File: config.mk
export PLATFORM = sky130hd
export DESIGN_NAME = tdc_timestamp_fifo
export DESIGN_NICKNAME = d
export VERILOG_FILES = /design/src/rtl/tdc_timestamp_fifo.sv
export SDC_FILE = /design/constraint.sdc
export NUM_CORES = 1
export LEC_CHECK = 0
export ABC_AREA = 1
export BUFFER_PORTS_ARGS = -buffer_cell sky130_fd_sc_hd__buf_2
export CORE_MARGIN = 10
export CORE_UTILIZATION = 40
export CTS_BUF_LIST = sky130_fd_sc_hd__clkbuf_16
export CTS_CLUSTER_DIAMETER = 50
export DETAILED_ROUTE_END_ITERATION = 12
export SYNTH_ARGS = -nofsm -noshare
export SYNTH_HDL_FRONTEND = slang
export SYNTH_SLANG_ARGS = --single-unit
File: constraint.sdc
create_clock -name clock -period 5.4 [get_ports clock]
set_input_delay 0.27 -clock clock [delete_from_list [all_inputs] [get_ports clock]]
set_output_delay 0.27 -clock clock [all_outputs]
set_load 0.05 [all_outputs]
File: src/rtl/tdc_timestamp_fifo.sv
// tdc_timestamp_fifo
// Joins each fine TDC code with a latency-compensated coarse count to form a
// timestamp word. Words are buffered in a first-word-fall-through FIFO and
// handed to readout over a valid/ready handshake. Events lost to a full FIFO
// are tracked by a sticky overflow flag and a saturating drop counter.
module tdc_timestamp_fifo #(
  parameter int FINE_BITS   = 8,
  parameter int COARSE_BITS = 16,
  parameter int PIPE_LAT    = 4,
  parameter int DEPTH_LOG2  = 4,
  parameter int DROP_BITS   = 8
) (
  input  logic                              clock,
  input  logic                              reset,
  input  logic                              fine_valid,
  input  logic [FINE_BITS-1:0]              value_fine,
  output logic [COARSE_BITS+FINE_BITS-1:0]  ts_data,
  output logic                              ts_valid,
  input  logic                              ts_ready,
  output logic [DEPTH_LOG2:0]               fill_level,
  output logic                              overflow,
  output logic [DROP_BITS-1:0]              drop_count,
  input  logic                              clear_status
);

  localparam int WORD_BITS = COARSE_BITS + FINE_BITS;
  localparam int DEPTH     = 1 << DEPTH_LOG2;
  localparam int PTR_BITS  = DEPTH_LOG2 + 1;

  localparam logic [COARSE_BITS-1:0] LAT_C    = COARSE_BITS'(PIPE_LAT);
  localparam logic [DROP_BITS-1:0]   DROP_MAX = {DROP_BITS{1'b1}};

  // Registered state
  logic [COARSE_BITS-1:0] coarse_q, coarse_d;
  logic [PTR_BITS-1:0]    wptr_q, wptr_d;
  logic [PTR_BITS-1:0]    rptr_q, rptr_d;
  logic                   overflow_q, overflow_d;
  logic [DROP_BITS-1:0]   drop_q, drop_d;
  logic [WORD_BITS-1:0]   mem_q [DEPTH];
  logic [WORD_BITS-1:0]   mem_d [DEPTH];

  // Decoded FIFO conditions and handshake events
  logic                   empty;
  logic                   full;
  logic                   pop;
  logic                   push;
  logic                   drop;
  logic [COARSE_BITS-1:0] coarse_adj;
  logic [WORD_BITS-1:0]   new_word;
  logic [DEPTH_LOG2-1:0]  widx;
  logic [DEPTH_LOG2-1:0]  ridx;

  // Occupancy decode, handshake qualification and timestamp assembly
  always_comb begin
    widx       = wptr_q[DEPTH_LOG2-1:0];
    ridx       = rptr_q[DEPTH_LOG2-1:0];
    empty      = (wptr_q == rptr_q);
    full       = (wptr_q[PTR_BITS-1] != rptr_q[PTR_BITS-1]) && (widx == ridx);
    pop        = !empty && ts_ready;
    push       = fine_valid && (!full || pop);
    drop       = fine_valid && full && !pop;
    coarse_adj = coarse_q - LAT_C;
    new_word   = {coarse_adj, value_fine};
  end

  // Free-running coarse counter, wrapping silently
  always_comb begin
    coarse_d = coarse_q + 1'b1;
  end

  // Pointer advance on accepted push and pop
  always_comb begin
    wptr_d = wptr_q;
    rptr_d = rptr_q;
    if (push) begin
      wptr_d = wptr_q + 1'b1;
    end
    if (pop) begin
      rptr_d = rptr_q + 1'b1;
    end
  end

  // Storage write; the slot under the write pointer takes the new word
  always_comb begin
    for (int i = 0; i < DEPTH; i++) begin
      mem_d[i] = mem_q[i];
    end
    if (push) begin
      mem_d[widx] = new_word;
    end
  end

  // Overflow/drop bookkeeping; a drop in the same cycle as a clear wins
  always_comb begin
    overflow_d = overflow_q;
    drop_d     = drop_q;
    if (clear_status) begin
      overflow_d = 1'b0;
      drop_d     = '0;
    end
    if (drop) begin
      overflow_d = 1'b1;
      if (drop_d != DROP_MAX) begin
        drop_d = drop_d + 1'b1;
      end
    end
  end

  // State registers with asynchronous active-low reset
  always_ff @(posedge clock or negedge reset) begin
    if (!reset) begin
      coarse_q   <= '0;
      wptr_q     <= '0;
      rptr_q     <= '0;
      overflow_q <= 1'b0;
      drop_q     <= '0;
      for (int i = 0; i < DEPTH; i++) begin
        mem_q[i] <= '0;
      end
    end else begin
      coarse_q   <= coarse_d;
      wptr_q     <= wptr_d;
      rptr_q     <= rptr_d;
      overflow_q <= overflow_d;
      drop_q     <= drop_d;
      for (int i = 0; i < DEPTH; i++) begin
        mem_q[i] <= mem_d[i];
      end
    end
  end

  // Outputs are decoded purely from registered state
  always_comb begin
    ts_valid   = (wptr_q != rptr_q);
    ts_data    = ts_valid ? mem_q[rptr_q[DEPTH_LOG2-1:0]] : '0;
    fill_level = wptr_q - rptr_q;
    overflow   = overflow_q;
    drop_count = drop_q;
  end

endmodule
# Yosys cells after proc, flatten, opt, wreduce, memory -nomap -nowiden
# Index checks and enable logic that the tools add are counted.
# totals
wordCells	60
output_inout_bits	39
ff_bits	419
in_bits	13
# op_classes
magnitude_cmp	3
bitwise	2
mux	12
n_addsub	6
n_reduce_logical	11
eq_ne	5
# op_table
cell	n
$bwmux 384	1
$bmux 24 s4	1
$demux 24 s4	1
$mux 24	4
$mux 8	3
$add 16x1->16 const B	1
$sub 16x3->16 const B	1
$add 5x1->5 const B	2
$ge 5x5->1 const B	2
$not 4->5	2
$add 8x1->8 const B	1
$ne 8x8->1 const B	1
$logic_and 1x1->1	6
$eq 5x5->1	1
$lt 5x1->1 const B	1
$ne 5x5->1	1
$sub 5x5->5	1
$eq 4x4->1	1
$logic_not 1->1	3
$mux 1	2
$reduce_bool 2->1	1
$logic_or 1x1->1	1
$ne 1x1->1	1

# Depth between registers and ports, before layout
# depth
ltp_word	6
ltp_mapped	13
mapped_depth_nobuf	10

# Least setup slack after synthesis
# No wires, ideal clock.
# synth_timing
path_type	register to output
from	reg rptr_q[1]
to	out ts_data[14]
arrival_time_ps	2556
n_path_buf	4
stages_incl_launch_ff	10
path_slack_ps	2574
required_ps	5130
path_cell_list	dfrtp_1 buf_2 inv_2 buf_2 buf_1 ha_1 nand4_1 nor2_2 clkbuf_1 a21oi_1
# synth_via
elab_chain_cells	5
word_cells_on_any_way	6
classes_between	1 x eq/ne; 4 x mux; 1 x bitwise
# synth_lines
element	line	text
from (decl)	36	logic [PTR_BITS-1:0] rptr_q, rptr_d;
from (signal assigned)	123	rptr_q <= rptr_d;
$not 4->5 (not written as such)	135	ts_data = ts_valid ? mem_q[rptr_q[DEPTH_LOG2-1:0]] : '0;
$bmux 24 s4	135	
$mux 24 (not written as such) (2 in a row)	135	
$mux 24 *	135	
to (decl)	17	output logic [COARSE_BITS+FINE_BITS-1:0] ts_data,
# Every way passes the cells marked *; elsewhere a longest branch is shown, timed or not. The select of a mux whose other input is x is not followed.

# Worst setup path after layout
# layout_timing
from	reg rptr_q[1]
to	out ts_data[8]
# The elaborated chain is that of the path after synthesis.

==> impl_metrics.csv <==
group,metric,value,unit
timing,setup_total_negative_slack,0,ns
routing,antenna_left,0,
yosys,seq_area_frac_synth,49.2,%
timing,finalWorstPathRequiredPeriod,4.59,ns
routing,drt_iter0_markers,1757,
yosys,async_flop_share,100,%
placement,portBuffers,51,
floorplanning,top_level_ports,52,
routing,detail_route.wl_per_cell,16.8,um
layout,layout-area-overhead-vs-synth,9.97,%
setup_path,timing.rr.end,"mem_q[67]$_DFFE_PN0P_",
timing,worst_case_clock_skew,0.0305,ns
timing,grt_setup_unrepaired,"false",
grt,grt_max_degree,144,
hold_path,holdCritPathClass,"input pin to flop",
yosys,top_count_cell_post_synth,"nand2_1",
setup_path,highest_net_fanout_along_the_worst_path,38,
clock_tree,post_cts_buffers,0,
routing,drt_drc_violations_left,0,
routing,routed-via-count,17993,
placement,post_detailed_placement_half_perimeter_wirelength,36000,um
power_and_ir_drop,p_int,0.00804,W
clock_tree,cts.reportedPaths.clkPinSlew,0.06,ns
clock_tree,clock_tree.buffer_depth,3,
power_and_ir_drop,netSwitchingFraction,45.1,%
yosys,synth.cells.most_frequent,"1,244 x nand2_1, 419 x dfrtp_1, 348 x inv_1",
setup_path,cp-start-kind,"flop",
setup_path,cp-end-kind,"primary output",
power_and_ir_drop,finalPower,0.0146,W
setup_path,path_class,"flop to primary output",
timing,achievable-frequency,0.218,GHz
grt,antenna_found_initial,1,
yosys,synth_area_per_cell,7.35,um2
routing,drt-total-wl,60100,um
timing,finalHoldViolations,0,
power_and_ir_drop,sequential_group_share_of_total_power,33.7,%
power_and_ir_drop,max-vdd-ir-drop,0.397,mV
yosys,netlist.top_cell.by_area,"dfrtp_1",
clock_tree,clock_sinks,419,
yosys,post_synth_num_cell_types,30,
power_and_ir_drop,share_comb_of_total_power,42.8,%
clock_tree,tritoncts,"built",
timing,tightest_slew,1.27,ns
yosys,synthDominantCellAreaShare,49.2,%
floorplanning,floorplan.die_area,62900,um2
grt,grt_first_pass_wirelength,97400,um
clock_tree,ctsRootBufferMaster,"clkbuf_16",
grt,grt-ovfl-total,0,
routing,drt-vias-per-instance,5.02,
layout,finalNetCount,2882,
clock_tree,cts_htree_levels,2,
job,drv.max_cap_violation_count,0,
yosys,synth_fp_nets,2927,
yosys,synth.top_cells.by_area,"dfrtp_1 49%, nand2_1 22%, o21ai_0 7.3%, inv_1 6.1%, nand3_1 5.2%",
yosys,yosys_warnings,0,
grt,grt_pass1_vias,17294,
setup_path,worstReg2RegStart,"rptr_q[1]$_DFFE_PN0P_",
floorplanning,fp.dieW,251,um
run_status,status,"complete, no violations",
floorplanning,die_h,251,um
yosys,post_synth_edffs,0,
power_and_ir_drop,power_leakage,12.2,nW
timing,number_of_endpoints_failing_setup_at_the_final_stage,0,
hold_path,min_delay_worst_endpoint,"drop_count[6]$_DFF_PN0_",
clock_tree,clkLatencyLatePin,0.62,ns
setup_path,required,5.13,ns
clock_tree,cts_buffers,50,
floorplanning,core.rowCount,84,
layout,insertedDiodeCount,0,
layout,drive_above_1_share,6.19,%
placement,gp_weighted_congestion,0.824,
yosys,prevailing_post_synth_register_cell,"dfrtp_1",
yosys,ys_seq_elements,419,
setup_path,timing.reg2reg.setup_slack,1.24,ns
hold_path,min_path_cells,4,
yosys,synth_area,21300,um2
yosys,synthCells,2900,
setup_path,crit_arrival,4.32,ns
timing,slew_violations,0,
setup_path,timing.reg2reg.worst_path_depth,9,
floorplanning,initial_cell_density_of_the_core,40.5,%
layout,fill_cells,5290,
timing,slew_headroom,15.3,%
grt,track_usage,19.0,%
floorplanning,core-area,52700,um2
routing,detail_route.first_pass.iterations,5,
hold_path,min_from,"clear_status",
power_and_ir_drop,power_per_cell_area,625,nW/um2
timing,min_period_over_period,85.0,%
power_and_ir_drop,pwr-share-clk,23.5,%
power_and_ir_drop,p_sw,0.00660,W
==> cell type report <==
cell class	instances	area (um2)	area share [%]
clock buffer	50	1250	5.34
clock inverter	40	428	1.83
inverter	353	1330	5.68
multi-input combinational	1958	8610	36.7
sequential	419	10500	44.8
tap	688	861	3.67
timing repair buffer	73	458	1.95
==> per-layer routing <==
metal | track usage, % | share of wire [%]
met1 | 26.1 | 46
met2 | 30.4 | 47
met3 | 2.79 | 5.3
met4 | 5.70 | 2.6
met5 | 0 | 0
==> worst max-delay path by stage <==
stage | start | to | cells past startpoint
4_1_cts | rptr_q[1]$_DFFE_PN0P_ | ts_data[8] | 6
3_3_place_gp | rptr_q[1]$_DFFE_PN0P_ | mem_q[65]$_DFFE_PN0P_ | 9
5_1_grt | rptr_q[1]$_DFFE_PN0P_ | ts_data[12] | 7
3_5_place_dp | rptr_q[1]$_DFFE_PN0P_ | mem_q[70]$_DFFE_PN0P_ | 9
6_report | rptr_q[1]$_DFFE_PN0P_ | ts_data[8] | 6
2_1_floorplan | rptr_q[1]$_DFFE_PN0P_ | ts_data[14] | 9
==> timing repair <==
item / CTS / global route
gates resized for setup: 0 / 0
hold buffers: 1 / 0
endpoints found under the hold margin: 106 / 0
==> sequential cells by signal (all words and copies together) (netlist names) <==
signal	cells
mem_q	384
coarse_q	16
drop_count	8
rptr_q	5
wptr_q	5
overflow	1
==> placed cells by master (no fill, tap or decap), types with 5 or more instances in the layout <==
cell and count:
o21ai_1 16, buf_4 19, nand2_1 1244, dfrtp_1 417, nor2_1 66, xor2_1 20, clkinv_2 7, bufinv_16 7
o21ai_0 312, clkbuf_16 50, inv_1 359, nand3_4 9, nor3_1 8, buf_2 50, a21oi_1 27, clkinvlp_4 5
clkinv_1 6, nand4_1 5, nand3_2 9, nand3_1 212, xnor2_1 6, ha_1 13
==> critical path, cell delays in order (launching register included) <==
cell	delay, ns
dfrtp_4	0.71
clkinv_2	0.68
ha_1	0.57
nand4_1	0.11
nor2_2	0.98
a21oi_1	0.32
buf_2	0.33
==> kinds of logic after synthesis <==
family / Yosys count / share of synthesized area [%]
fa+ha+maj: 14 / 0.857
compound gates: 355 / 8.34
simple gates: 1559 / 29.6
xor+xnor: 30 / 1.37
flops: 419 / 49.2
buf+inv: 523 / 10.6
==> power by group through the flow <==
stage               Clock (W)  Combinational, W  Sequential (W)
finish                0.00344           0.00626         0.00494
global route          0.00363           0.00702         0.00508
CTS                   0.00350           0.00629         0.00493
detailed placement          0           0.00627         0.00497
global placement            0           0.00620         0.00494
floorplan                   0           0.00479         0.00469
==> per-stage QoR <==
step	instance area [um2]	setup WS (ns)	utilization, %	hold slack, ns	instances
after CTS	23400	0.771	44.5	0.0862	3581
after detailed placement	21700	1.24	41.3	0.395	3490
final	23400	0.812	44.5	0.124	3581
after floorplan	21300	2.57	-	-0.0256	2900
after global routing	23400	0.657	44.5	0.121	3581
after global placement	21700	1.27	41.3	0.401	3490
No activity file was read; power rests on OpenSTA's default activity.
